## config.mk

```make
export PLATFORM = sky130hd
export DESIGN_NAME = stream_mux_rr
export DESIGN_NICKNAME = d
export VERILOG_FILES = /design/src/rtl/stream_mux_rr.sv
export SDC_FILE = /design/constraint.sdc
export NUM_CORES = 1
export LEC_CHECK = 0
export CELL_PAD_IN_SITES_DETAIL_PLACEMENT = 1
export CELL_PAD_IN_SITES_GLOBAL_PLACEMENT = 2
export CORE_ASPECT_RATIO = 1.25
export CORE_MARGIN = 1.5
export CORE_UTILIZATION = 42
export DETAILED_ROUTE_END_ITERATION = 8
export DONT_BUFFER_PORTS = 1
export PLACE_DENSITY = 0.84
export SLEW_MARGIN = 20
export SYNTH_ARGS = -nofsm -noshare
export SYNTH_HDL_FRONTEND = slang
export SYNTH_SLANG_ARGS = --single-unit
```

## constraint.sdc

```tcl
create_clock -name clk -period 8.6 [get_ports clk]
set_clock_uncertainty 0.05 [all_clocks]
set_input_delay 1.72 -clock clk [delete_from_list [all_inputs] [get_ports clk]]
set_output_delay 1.72 -clock clk [all_outputs]
set_load 0.03 [all_outputs]
```

## src/rtl/stream_mux_rr.sv

```systemverilog
// rtl/stream_mux_rr.sv - N-channel stream mux with fixed or round-robin selection and a registered output stage
module stream_mux_rr #(
    parameter int WIDTH = 8,
    parameter int N     = 4,
    parameter int SELW  = 2
) (
    input  logic                 clk,
    input  logic                 rst_n,
    input  logic [N*WIDTH-1:0]   in_data,
    input  logic [N-1:0]         in_valid,
    output logic [N-1:0]         in_ready,
    input  logic                 mode,
    input  logic [SELW-1:0]      sel,
    output logic [WIDTH-1:0]     out_data,
    output logic [SELW-1:0]      out_ch,
    output logic                 out_valid,
    input  logic                 out_ready
);

    logic [WIDTH-1:0] r_out_data;
    logic [SELW-1:0]  r_out_ch;
    logic             r_out_valid;
    logic [SELW-1:0]  r_last;

    logic             w_load;
    logic [N-1:0]     w_grant;
    logic [N-1:0]     w_ready;
    logic [SELW-1:0]  w_idx;
    logic             w_xfer;
    logic [WIDTH-1:0] w_sel_data;

    assign w_load = !r_out_valid | out_ready;

    // Fixed mode grants on select alone so in_ready stays independent of in_valid there.
    always_comb begin
        logic found;
        int   k;
        w_grant = '0;
        w_idx   = '0;
        found   = 1'b0;
        k       = 0;
        if (!mode) begin
            if (int'(sel) < N) begin
                w_idx        = sel;
                w_grant[sel] = w_load;
            end
        end else begin
            for (int i = 1; i <= N; i++) begin
                k = (int'(r_last) + i) % N;
                if (!found && in_valid[k]) begin
                    found      = 1'b1;
                    w_idx      = SELW'(k);
                    w_grant[k] = w_load;
                end
            end
        end
    end

    assign w_ready    = w_grant & {N{rst_n}};
    assign w_xfer     = |(w_ready & in_valid);
    assign w_sel_data = in_data[w_idx*WIDTH +: WIDTH];

    always_ff @(posedge clk or negedge rst_n) begin
        if (!rst_n) begin
            r_out_data  <= '0;
            r_out_ch    <= '0;
            r_out_valid <= 1'b0;
            r_last      <= SELW'(N - 1);
        end else if (w_xfer) begin
            r_out_data  <= w_sel_data;
            r_out_ch    <= w_idx;
            r_out_valid <= 1'b1;
            if (mode) begin
                r_last <= w_idx;
            end
        end else if (w_load) begin
            r_out_valid <= r_out_valid & !out_ready;
        end
    end

    assign in_ready  = w_ready;
    assign out_data  = r_out_data;
    assign out_ch    = r_out_ch;
    assign out_valid = r_out_valid;

endmodule
```

# After elaboration in Yosys (flattened, before gate mapping)
# Index checks and enable logic that the tools add are counted.
# classes
order_cmp	10
n_shift	1
mux	46
eq_ne	0
div	0
addsub	4
n_mul	0
bitwise_logic	10
n_reduce_logical	20
# op_table
cell	count
4-bit 2-to-1 mux	8
32-bit by 6-bit variable part select with 8-bit output	1
1-bit 2-to-1 mux	21
4-bit bitwise AND	4
3-bit by 4-bit less-than comparator with 1-bit output, second input constant	4
4-bit bitwise mux	3
3-bit by 1-bit >= comparator with 1-bit output, second input constant	4
1-bit demux with 2-bit select	5
2-bit 2-to-1 mux	5
1-bit binary-select mux with 2-bit select	4
1-bit logical AND	8
2-bit OR reduction	4
1-bit logical NOT	5
2-bit by 1-bit adder with 2-bit output, second input constant	2
2-bit adder, second input constant	2
1-bit bitwise AND, first input constant	4
4-bit OR reduction	1
2-bit by 3-bit less-than comparator with 1-bit output, second input constant	1
2-bit by 1-bit >= comparator with 1-bit output, second input constant	1
2-bit AND reduction	1
2-bit nonzero test	1
1-bit bitwise AND	1
1-bit bitwise OR	1
# word_totals
mem_bits_ro	0
reg_bits	13
memories	0
out_inout_bits	15
ramBits	0
latchBits	0

# Longest topological paths before layout
# Gate-level depths: netlist of the first run.
# depth
depth_word	24
ltp_mapped	10
mapped_depth_nobuf	8

# Worst setup path after synthesis of the first run
# Ideal clock, no wire load.
# synth_timing
path_kind	input-to-output
from	in in_valid[1]
to	out in_ready[0]
path_stages	6
slack_ns	3.062
arrival_ns	3.768
path_cell_list	buf_6 mux4_2 or2_4 a21oi_1 nand2_1 a311oi_1
# synth_between
elab_chain_len	18
# synth_rtl
item	line	source
start, declared	10	input logic [N-1:0] in_valid,
1-bit binary-select mux with 2-bit select	50	if (!found && in_valid[k]) begin
1-bit 2-to-1 mux (not written as such) (2 in a row)	50	
1-bit 2-to-1 mux	50	
1-bit 2-to-1 mux	42	if (!mode) begin
1-bit logical NOT	50	
1-bit logical AND	50	
1-bit 2-to-1 mux	50	
1-bit 2-to-1 mux	42	
1-bit logical NOT	50	
1-bit logical AND	50	
1-bit 2-to-1 mux	50	
1-bit 2-to-1 mux	42	
1-bit logical NOT	50	
1-bit logical AND	50	
4-bit 2-to-1 mux (*)	50	
4-bit 2-to-1 mux (*)	42	
4-bit bitwise AND (*)	59	assign w_ready = w_grant & {N{rst_n}};
end, declared	11	output logic [N-1:0] in_ready,
# Every way passes the cells marked *; elsewhere a longest branch is shown, timed or not. The select of a mux whose other input is x is not followed.

# Worst setup path in the final report of the first run
# layout_timing
from	in in_valid[2]
to	out in_ready[0]
# The elaborated chain is that of the path after synthesis.

==> impl_summary.log, run 1 <==
INFO  metric run_status = finished, violations left
INFO  metric failed_checks = DRC
INFO  metric antennaDiodeCount = 0
INFO  metric crit_path_max_incr_delay = 0.88 ns
INFO  metric crit_path_start_kind = primary input
INFO  metric intPower = 0.2760 mW
INFO  metric timing.critical_path.buf_inv = 0
INFO  metric worst_setup_path_startpoint = in_valid[2]
INFO  metric netlist.top_cell.by_area = dfrtp_1
INFO  metric final-seq-area = 327.8 µm²
INFO  metric period_needed = 5.602 ns
INFO  metric timing.critical_path.cells = mux4_2 > or2_4 > a21oi_1 > nand2_1 > a311oi_1
INFO  metric finalWorstSetupSlack = 2.998 ns
INFO  metric number_of_antenna_violations_at_the_first_check_in_global_routing = 0
INFO  metric cpLargestDelayFamily = compound AO/OA/AOI/OAI gates
INFO  metric timing.final.setup_violations = 0
INFO  metric synth_cell_types = 53
INFO  metric post_synth_inst_count = 145
INFO  metric timing.max_slew.rel_slack = 28.77%
INFO  metric first_pass_iters = 6
INFO  metric final.setup.tns = 0 ns
INFO  metric synthesis.nets = 195
INFO  metric critPathKind = in2out
INFO  metric placement.io_buffers = 0
INFO  metric floorplan.die.width = 57.87 µm
INFO  metric design_area = 1590 µm²
INFO  metric cts_num_sinks = 13
INFO  metric drv.max_cap_violation_count = 0
INFO  metric reg2reg_slack = 4.64 ns
INFO  metric final.hold.worst_slack = 0.6605 ns
INFO  metric worst_setup_ep = in_ready[0]
INFO  metric area_share_of_the_leading_cell_type_in_the_synthesized_netlist = 17.42%
INFO  metric drive_above_1_share = 34.75%
INFO  metric finalNetCount = 192
INFO  metric route.detailed.drc = 2
INFO  metric cp-end-kind = output port
INFO  metric via_count_of_the_first_global_routing_pass = 1377
INFO  metric multi_input_area = 1139 µm²
INFO  metric timing.rr.start = r_last[0]
INFO  metric synth-edff-count = 0
INFO  metric r2r.worst_path.cells = 8
INFO  metric tritoncts = done
INFO  metric finalMaxSlewViolations = 0
INFO  metric pwr-share-seq = 33.4%
INFO  metric fmax = 178.5 MHz
INFO  metric static-leakage-power = 0.5879 nW
INFO  metric placed_area = 1545 µm²
INFO  metric post_synth.cell_area_avg = 10.90 µm²
INFO  metric globalplace.congestion = 0.8808
INFO  metric io_pins = 57
INFO  metric timing.final.hold_violations = 0
INFO  metric peak_supply_drop = 0.1874 mV
INFO  metric critical_path_depth = 5
INFO  metric fillerInstances = 396
INFO  metric comb_power_share = 56.8%
INFO  metric synth.yosys.seq_area_share = 20.74%
INFO  metric clock_power_share = 9.8%
INFO  metric grt_max_degree = 17
INFO  metric postRouteWirelength = 4059 µm
INFO  metric yosys_warnings = 0
INFO  metric floorplan.rows = 24
INFO  metric period_share = 65.14%
INFO  metric post-place-ws = 2.978 ns
INFO  metric coreArea = 3543 µm²
INFO  metric critPathMaxFanout = 10
INFO  metric synth_area = 1580 µm²
INFO  metric layout.cells.non_filler = 180
INFO  metric post-cts-setup-buffers = 0
INFO  metric synth_flop_cell = dfrtp_1
INFO  metric initial_core_util = 44.60%
INFO  metric clock-root-buffer = clkbuf_8
INFO  metric area_delta_synth_final = 0.6337%
INFO  metric grt_overflow_total = 0
INFO  metric arrival = 3.83 ns
INFO  metric wl_per_cell = 22.55 µm
INFO  metric dp_cells = 176
INFO  metric first_pass_grt_wire_length = 6768 µm
INFO  metric clk_latency = 0.24 ns
INFO  metric p_per_area = 344.4 nW/µm²
INFO  metric critPathSlowestCell = a311oi_1
INFO  metric rsz0062_at_grt = no
INFO  metric initialDrtViolationCount = 12
INFO  metric required = 6.83 ns
INFO  metric post_cts_resize_count = 0
INFO  metric cts-htree-levels = 1
INFO  metric cts_hold_buffers = 0
INFO  metric die-height = 71.58 µm
INFO  metric top_area_cells_in_the_synthesized_netlist = dfrtp_1, mux4_2, mux2_2, ha_1, dfstp_2
INFO  metric sw_frac_of_total = 49.60%
INFO  metric tritoncts.num_buffers = 3
INFO  metric timing.rr.end = out_data[7]
INFO  metric timing.hold.worst.class = reg2reg
INFO  metric cts.reportedPaths.clkPinSlew = 0.05 ns
INFO  metric synthArstFlopShare = 100.0%
INFO  metric cts-root-to-sink-buffers = 2
INFO  metric power_switching = 0.2717 mW
INFO  metric design.die.area = 4142 µm²
INFO  metric ant_nets = 0
INFO  metric worst_max_slew_pin_slew = 1.061 ns
INFO  metric globalRouteTotalUtil = 21.50%
INFO  metric route.detailed.vias_per_inst = 6.811
INFO  metric hpwl = 3247 µm
INFO  metric postSynthRegisterBits = 13
INFO  metric detailroute.via_count = 1226
power groups by stage:
stage	Clock, mW	Sequential [mW]	Combinational [mW]
final	0.0535	0.183	0.311
after global routing	0.0593	0.190	0.339
after CTS	0.0563	0.184	0.313
after detailed placement	0	0.184	0.311
after global placement	0	0.184	0.302
after floorplan	0	0.167	0.282
cell usage after synthesis (3+ instances only):
| cell | count |
|---|---|
| a211oi_1 | 3 |
| a21oi_1 | 7 |
| and2b_2 | 3 |
| buf_4 | 3 |
| buf_6 | 3 |
| dfrtp_1 | 11 |
| ha_1 | 8 |
| inv_1 | 7 |
| mux2_2 | 13 |
| mux2i_1 | 3 |
| mux4_2 | 11 |
| nand2_1 | 14 |
| nand3_1 | 3 |
| nor3_1 | 3 |
| o21ai_0 | 3 |
registers in the layout (all words and copies together) (netlist names):
signal,count
out_valid,1
out_ch,2
out_data,8
r_last,2
placed cells by master (no fill, tap or decap), types with 3 or more instances in the layout:
cell type	n
nand2_1	14
mux2_2	13
mux4_2	11
dfrtp_1	11
ha_1	8
inv_1	7
a21oi_1	7
mux2i_1	3
nand3_1	3
and2b_2	3
a211oi_1	3
nor3_1	3
o21ai_0	3
clkbuf_8	3
cell type report:
type | instances | share of cell area [%]
Clock buffer | 4 | 2.832
Inverter | 8 | 1.888
Sequential cell | 13 | 20.61
Multi-Input combinational cell | 116 | 71.60
Tap cell | 39 | 3.068
metrics by stage:
stage / total power [mW] / utilization [%]
CTS: 0.5533 / 44.88
finish: 0.5477 / 44.88
detailed placement: 0.4956 / 43.61
global placement: 0.4855 / 43.61
global route: 0.5879 / 44.88
floorplan: 0.4485 / -
kinds of logic after synthesis:
| group | after synthesis | synth area share, % |
|---|---|---|
| compound gates | 40 | 23.36 |
| buf+inv | 16 | 7.205 |
| mux | 27 | 26.84 |
| flops | 13 | 20.74 |
| simple gates | 41 | 15.52 |
| fa+ha+maj | 8 | 6.334 |
how the worst min path moves through the flow:
stage,start,to,slack (ns),depth (start not counted)
finish,r_last[1],r_last[1],0.66,1
global route,r_last[1],r_last[1],0.70,1
CTS,r_last[1],r_last[1],0.67,1
detailed placement,r_last[1],r_last[1],0.66,1
global placement,r_last[1],r_last[1],0.66,1
floorplan,out_ch[1],out_ch[1],0.64,2
metal layers:
metal / GRT usage, % / vias up / wire length (µm)
met3: 4.332 / 8 / 272
met2: 36.74 / 51 / 2135
met1: 25.61 / 612 / 1549
met4: 10.08 / 0 / 103
li1: - / 555 / -
met5: 0 / - / 0
Note: power is estimated with default switching activity, not from simulation.
==> run 2, diff against run 1 <==
--- a/config.mk
+++ b/config.mk
@@ -9,10 +9,10 @@
 export CELL_PAD_IN_SITES_GLOBAL_PLACEMENT = 2
 export CORE_ASPECT_RATIO = 1.25
 export CORE_MARGIN = 1.5
-export CORE_UTILIZATION = 42
+export CORE_UTILIZATION = 35
 export DETAILED_ROUTE_END_ITERATION = 8
 export DONT_BUFFER_PORTS = 1
-export PLACE_DENSITY = 0.84
+export PLACE_DENSITY = 0.75
 export SLEW_MARGIN = 20
 export SYNTH_ARGS = -nofsm -noshare
 export SYNTH_HDL_FRONTEND = slang
==> constraint.sdc (replaced) <==
create_clock -name clk -period 4.91 [get_ports clk]
set_clock_uncertainty 0.05 [all_clocks]
set_input_delay 0.982 -clock clk [delete_from_list [all_inputs] [get_ports clk]]
set_output_delay 0.982 -clock clk [all_outputs]
set_load 0.03 [all_outputs]
==> impl_summary.log, run 2 (synthesis gave the netlist of run 1 again) <==
INFO  metric layout.cells.most_common = nand2_1
INFO  metric crit_path_start_kind = flop
INFO  metric globalRouteTotalUtil = 17.42% (-4.1 points)
INFO  metric area_delta_synth_final = 2.613%
INFO  metric pwr-share-seq = 33.2% (-0.2 points)
INFO  metric cts_num_sinks = 13 (unchanged)
INFO  metric final.setup.tns = 0 ns (unchanged)
INFO  metric required = 3.88 ns (-2.95 ns)
INFO  metric cts-root-to-sink-buffers = 2 (unchanged)
INFO  metric detailroute.via_count = 1210 (-1.3%)
INFO  metric fmax = 220.3 MHz
INFO  metric critPathSlowestCell = dfstp_2
INFO  metric die-height = 78.13 µm (+9.1%)
INFO  metric crit_path_max_incr_delay = 0.72 ns (-0.16 ns)
INFO  metric placement.io_buffers = 0 (unchanged)
INFO  metric initial_core_util = 36.26% (-8.3 points)
INFO  metric reg2reg_slack = 0.95 ns (-3.69 ns)
INFO  metric timing.rr.start = r_last[0]
INFO  metric floorplan.die.width = 63.10 µm (+9.0%)
INFO  metric route.detailed.vias_per_inst = 6.050 (-11%)
INFO  metric hpwl = 3287 µm (+1.2%)
INFO  metric rsz0062_at_grt = no
INFO  metric grt_max_degree = 17 (unchanged)
INFO  metric timing.critical_path.buf_inv = 1 (+1)
INFO  metric drive_above_1_share = 35.21% (+0.46 points)
INFO  metric p_per_area = 590.0 nW/µm² (+71%)
INFO  metric clock_power_share = 9.8% (about the same)
INFO  metric wl_per_cell = 20.43 µm (-9.4%)
INFO  metric tritoncts = done
INFO  metric static-leakage-power = 0.5931 nW (+0.89%)
INFO  metric placed_area = 1577 µm² (+2.0%)
INFO  metric timing.max_slew.rel_slack = 51.57% (+23 points)
INFO  metric timing.hold.worst.class = in2async
INFO  metric cpLargestDelayFamily = compound AO/OA/AOI/OAI gates
INFO  metric route.detailed.drc = 0 (-2)
INFO  metric power_switching = 0.4706 mW (+73%)
INFO  metric intPower = 0.4861 mW (+76%)
INFO  metric drv.max_cap_violation_count = 0 (unchanged)
INFO  metric period_needed = 4.539 ns
INFO  metric timing.rr.end = out_data[6]
INFO  metric io_pins = 57 (unchanged)
INFO  metric initialDrtViolationCount = 51 (+39)
INFO  metric finalMaxSlewViolations = 0 (unchanged)
INFO  metric period_share = 92.43%
INFO  metric grt_overflow_total = 0 (unchanged)
INFO  metric cts-htree-levels = 1 (unchanged)
INFO  metric via_count_of_the_first_global_routing_pass = 1331 (-3.3%)
INFO  metric post_cts_resize_count = 0 (unchanged)
INFO  metric final_util = 37.21% (-7.7 points)
INFO  metric coreArea = 4358 µm² (+23%)
INFO  metric tritoncts.num_buffers = 3 (unchanged)
INFO  metric peak_supply_drop = 0.2500 mV (+33%)
INFO  metric design_area = 1622 µm² (+2.0%)
INFO  metric antennaDiodeCount = 0 (unchanged)
INFO  metric cts.reportedPaths.clkPinSlew = 0.05 ns (about the same)
INFO  metric postRouteWirelength = 4086 µm (+0.67%)
INFO  metric worst_max_slew_pin_slew = 0.7231 ns (-0.3382 ns)
INFO  metric ant_nets = 0 (unchanged)
INFO  metric final_cell_mix = nand2_1, mux2_2, mux4_2, dfrtp_1, ha_1
INFO  metric design.die.area = 4930 µm² (+19%)
INFO  metric arrival = 3.51 ns (-0.32 ns)
INFO  metric cts_hold_buffers = 0 (unchanged)
INFO  metric r2r.worst_path.cells = 8 (unchanged)
INFO  metric first_pass_grt_wire_length = 6741 µm (-0.40%)
INFO  metric cp-end-kind = output port
INFO  metric post-cts-setup-buffers = 0 (unchanged)
INFO  metric floorplan.rows = 27 (+13%)
INFO  metric finalNetCount = 193 (+0.52%)
INFO  metric critPathMaxFanout = 16 (+6)
INFO  metric critPathKind = reg2out
INFO  metric globalplace.congestion = 0.8622 (-2.1%)
INFO  metric run_status = completed
INFO  metric timing.final.hold_violations = 0 (unchanged)
INFO  metric timing.critical_path.cells = inv_1 > ha_1 > mux4_2 > or2_4 > a211oi_4 > a2bb2oi_1 > a21oi_1
INFO  metric first_pass_iters = 4 (-2)
INFO  metric clock-root-buffer = clkbuf_8
INFO  metric number_of_antenna_violations_at_the_first_check_in_global_routing = 0 (unchanged)
INFO  metric sw_frac_of_total = 49.19% (-0.41 points)
INFO  metric largest_reg_flops = 8 (unchanged)
INFO  metric timing.final.setup_violations = 0 (unchanged)
INFO  metric comb_power_share = 57.0% (+0.2 points)
INFO  metric clk_latency = 0.24 ns (about the same)
==> run 2: cell count changes in the layout (fill, tap and decap cells not counted) <==
cell   delta
buf_4     +1
==> run 2: how the worst max path moves through the flow <==
stage              start           to  slack [ns]  depth (start not counted)
2_1_floorplan  r_last[0]  in_ready[0]        0.78                          9
3_3_place_gp   r_last[0]  in_ready[1]        0.75                          7
3_5_place_dp   r_last[0]  in_ready[1]        0.62                          7
4_1_cts        r_last[0]  in_ready[1]        0.35                          7
5_1_grt        r_last[0]  in_ready[1]        0.21                          7
6_report       r_last[0]  in_ready[1]        0.37                          7
==> run 2: layout make-up <==
type / instances / area (µm²)
clock buffers: 4 / 45.04
fillers: 498 / 2736
inverters: 8 / 30.03
multi-input cells: 116 / 1139
flip-flops and latches: 13 / 327.8
well taps: 58 / 72.57
repair buffers: 1 / 7.507
==> run 2: power groups by stage <==
stage / Combinational, mW / Sequential, mW / Clock [mW]
final: 0.545 / 0.318 / 0.0935
after global routing: 0.596 / 0.328 / 0.102
after CTS: 0.549 / 0.320 / 0.0991
after detailed placement: 0.551 / 0.321 / 0
after global placement: 0.533 / 0.318 / 0
after floorplan: 0.494 / 0.292 / 0
==> run 2: through the flow <==
step                total power, mW  hold slack, ns  setup WS [ns]  std cells
global route                  1.027          0.3678         0.2100        200
finish                       0.9567          0.3812         0.3715        200
floorplan                    0.7856          0.6364         0.7781        145
CTS                          0.9689          0.3726         0.3549        200
global placement             0.8510          0.6310         0.7480        196
detailed placement           0.8715          0.6367         0.6232        196
==> run 2: routing by layer <==
| layer | GRT usage, % | share of wire (%) | vias to the layer above | wire length, µm |
|---|---|---|---|---|
| met2 | 31.28 | 52 | 52 | 2131 |
| met5 | 0 | 0 | - | 0 |
| met1 | 19.80 | 39 | 595 | 1577 |
| met4 | 6.667 | 1.5 | 0 | 63 |
| li1 | - | - | 557 | - |
| met3 | 4.155 | 7.7 | 6 | 313 |
==> run 3, diff against run 2 <==
--- a/config.mk
+++ b/config.mk
@@ -12,6 +12,7 @@
 export CORE_UTILIZATION = 35
 export DETAILED_ROUTE_END_ITERATION = 8
 export DONT_BUFFER_PORTS = 1
+export GPL_ROUTABILITY_DRIVEN = 0
 export PLACE_DENSITY = 0.75
 export SLEW_MARGIN = 20
 export SYNTH_ARGS = -nofsm -noshare
==> results of run 3 <==
Same layout as run 2: the final DEF is identical, and so are final timing and power.
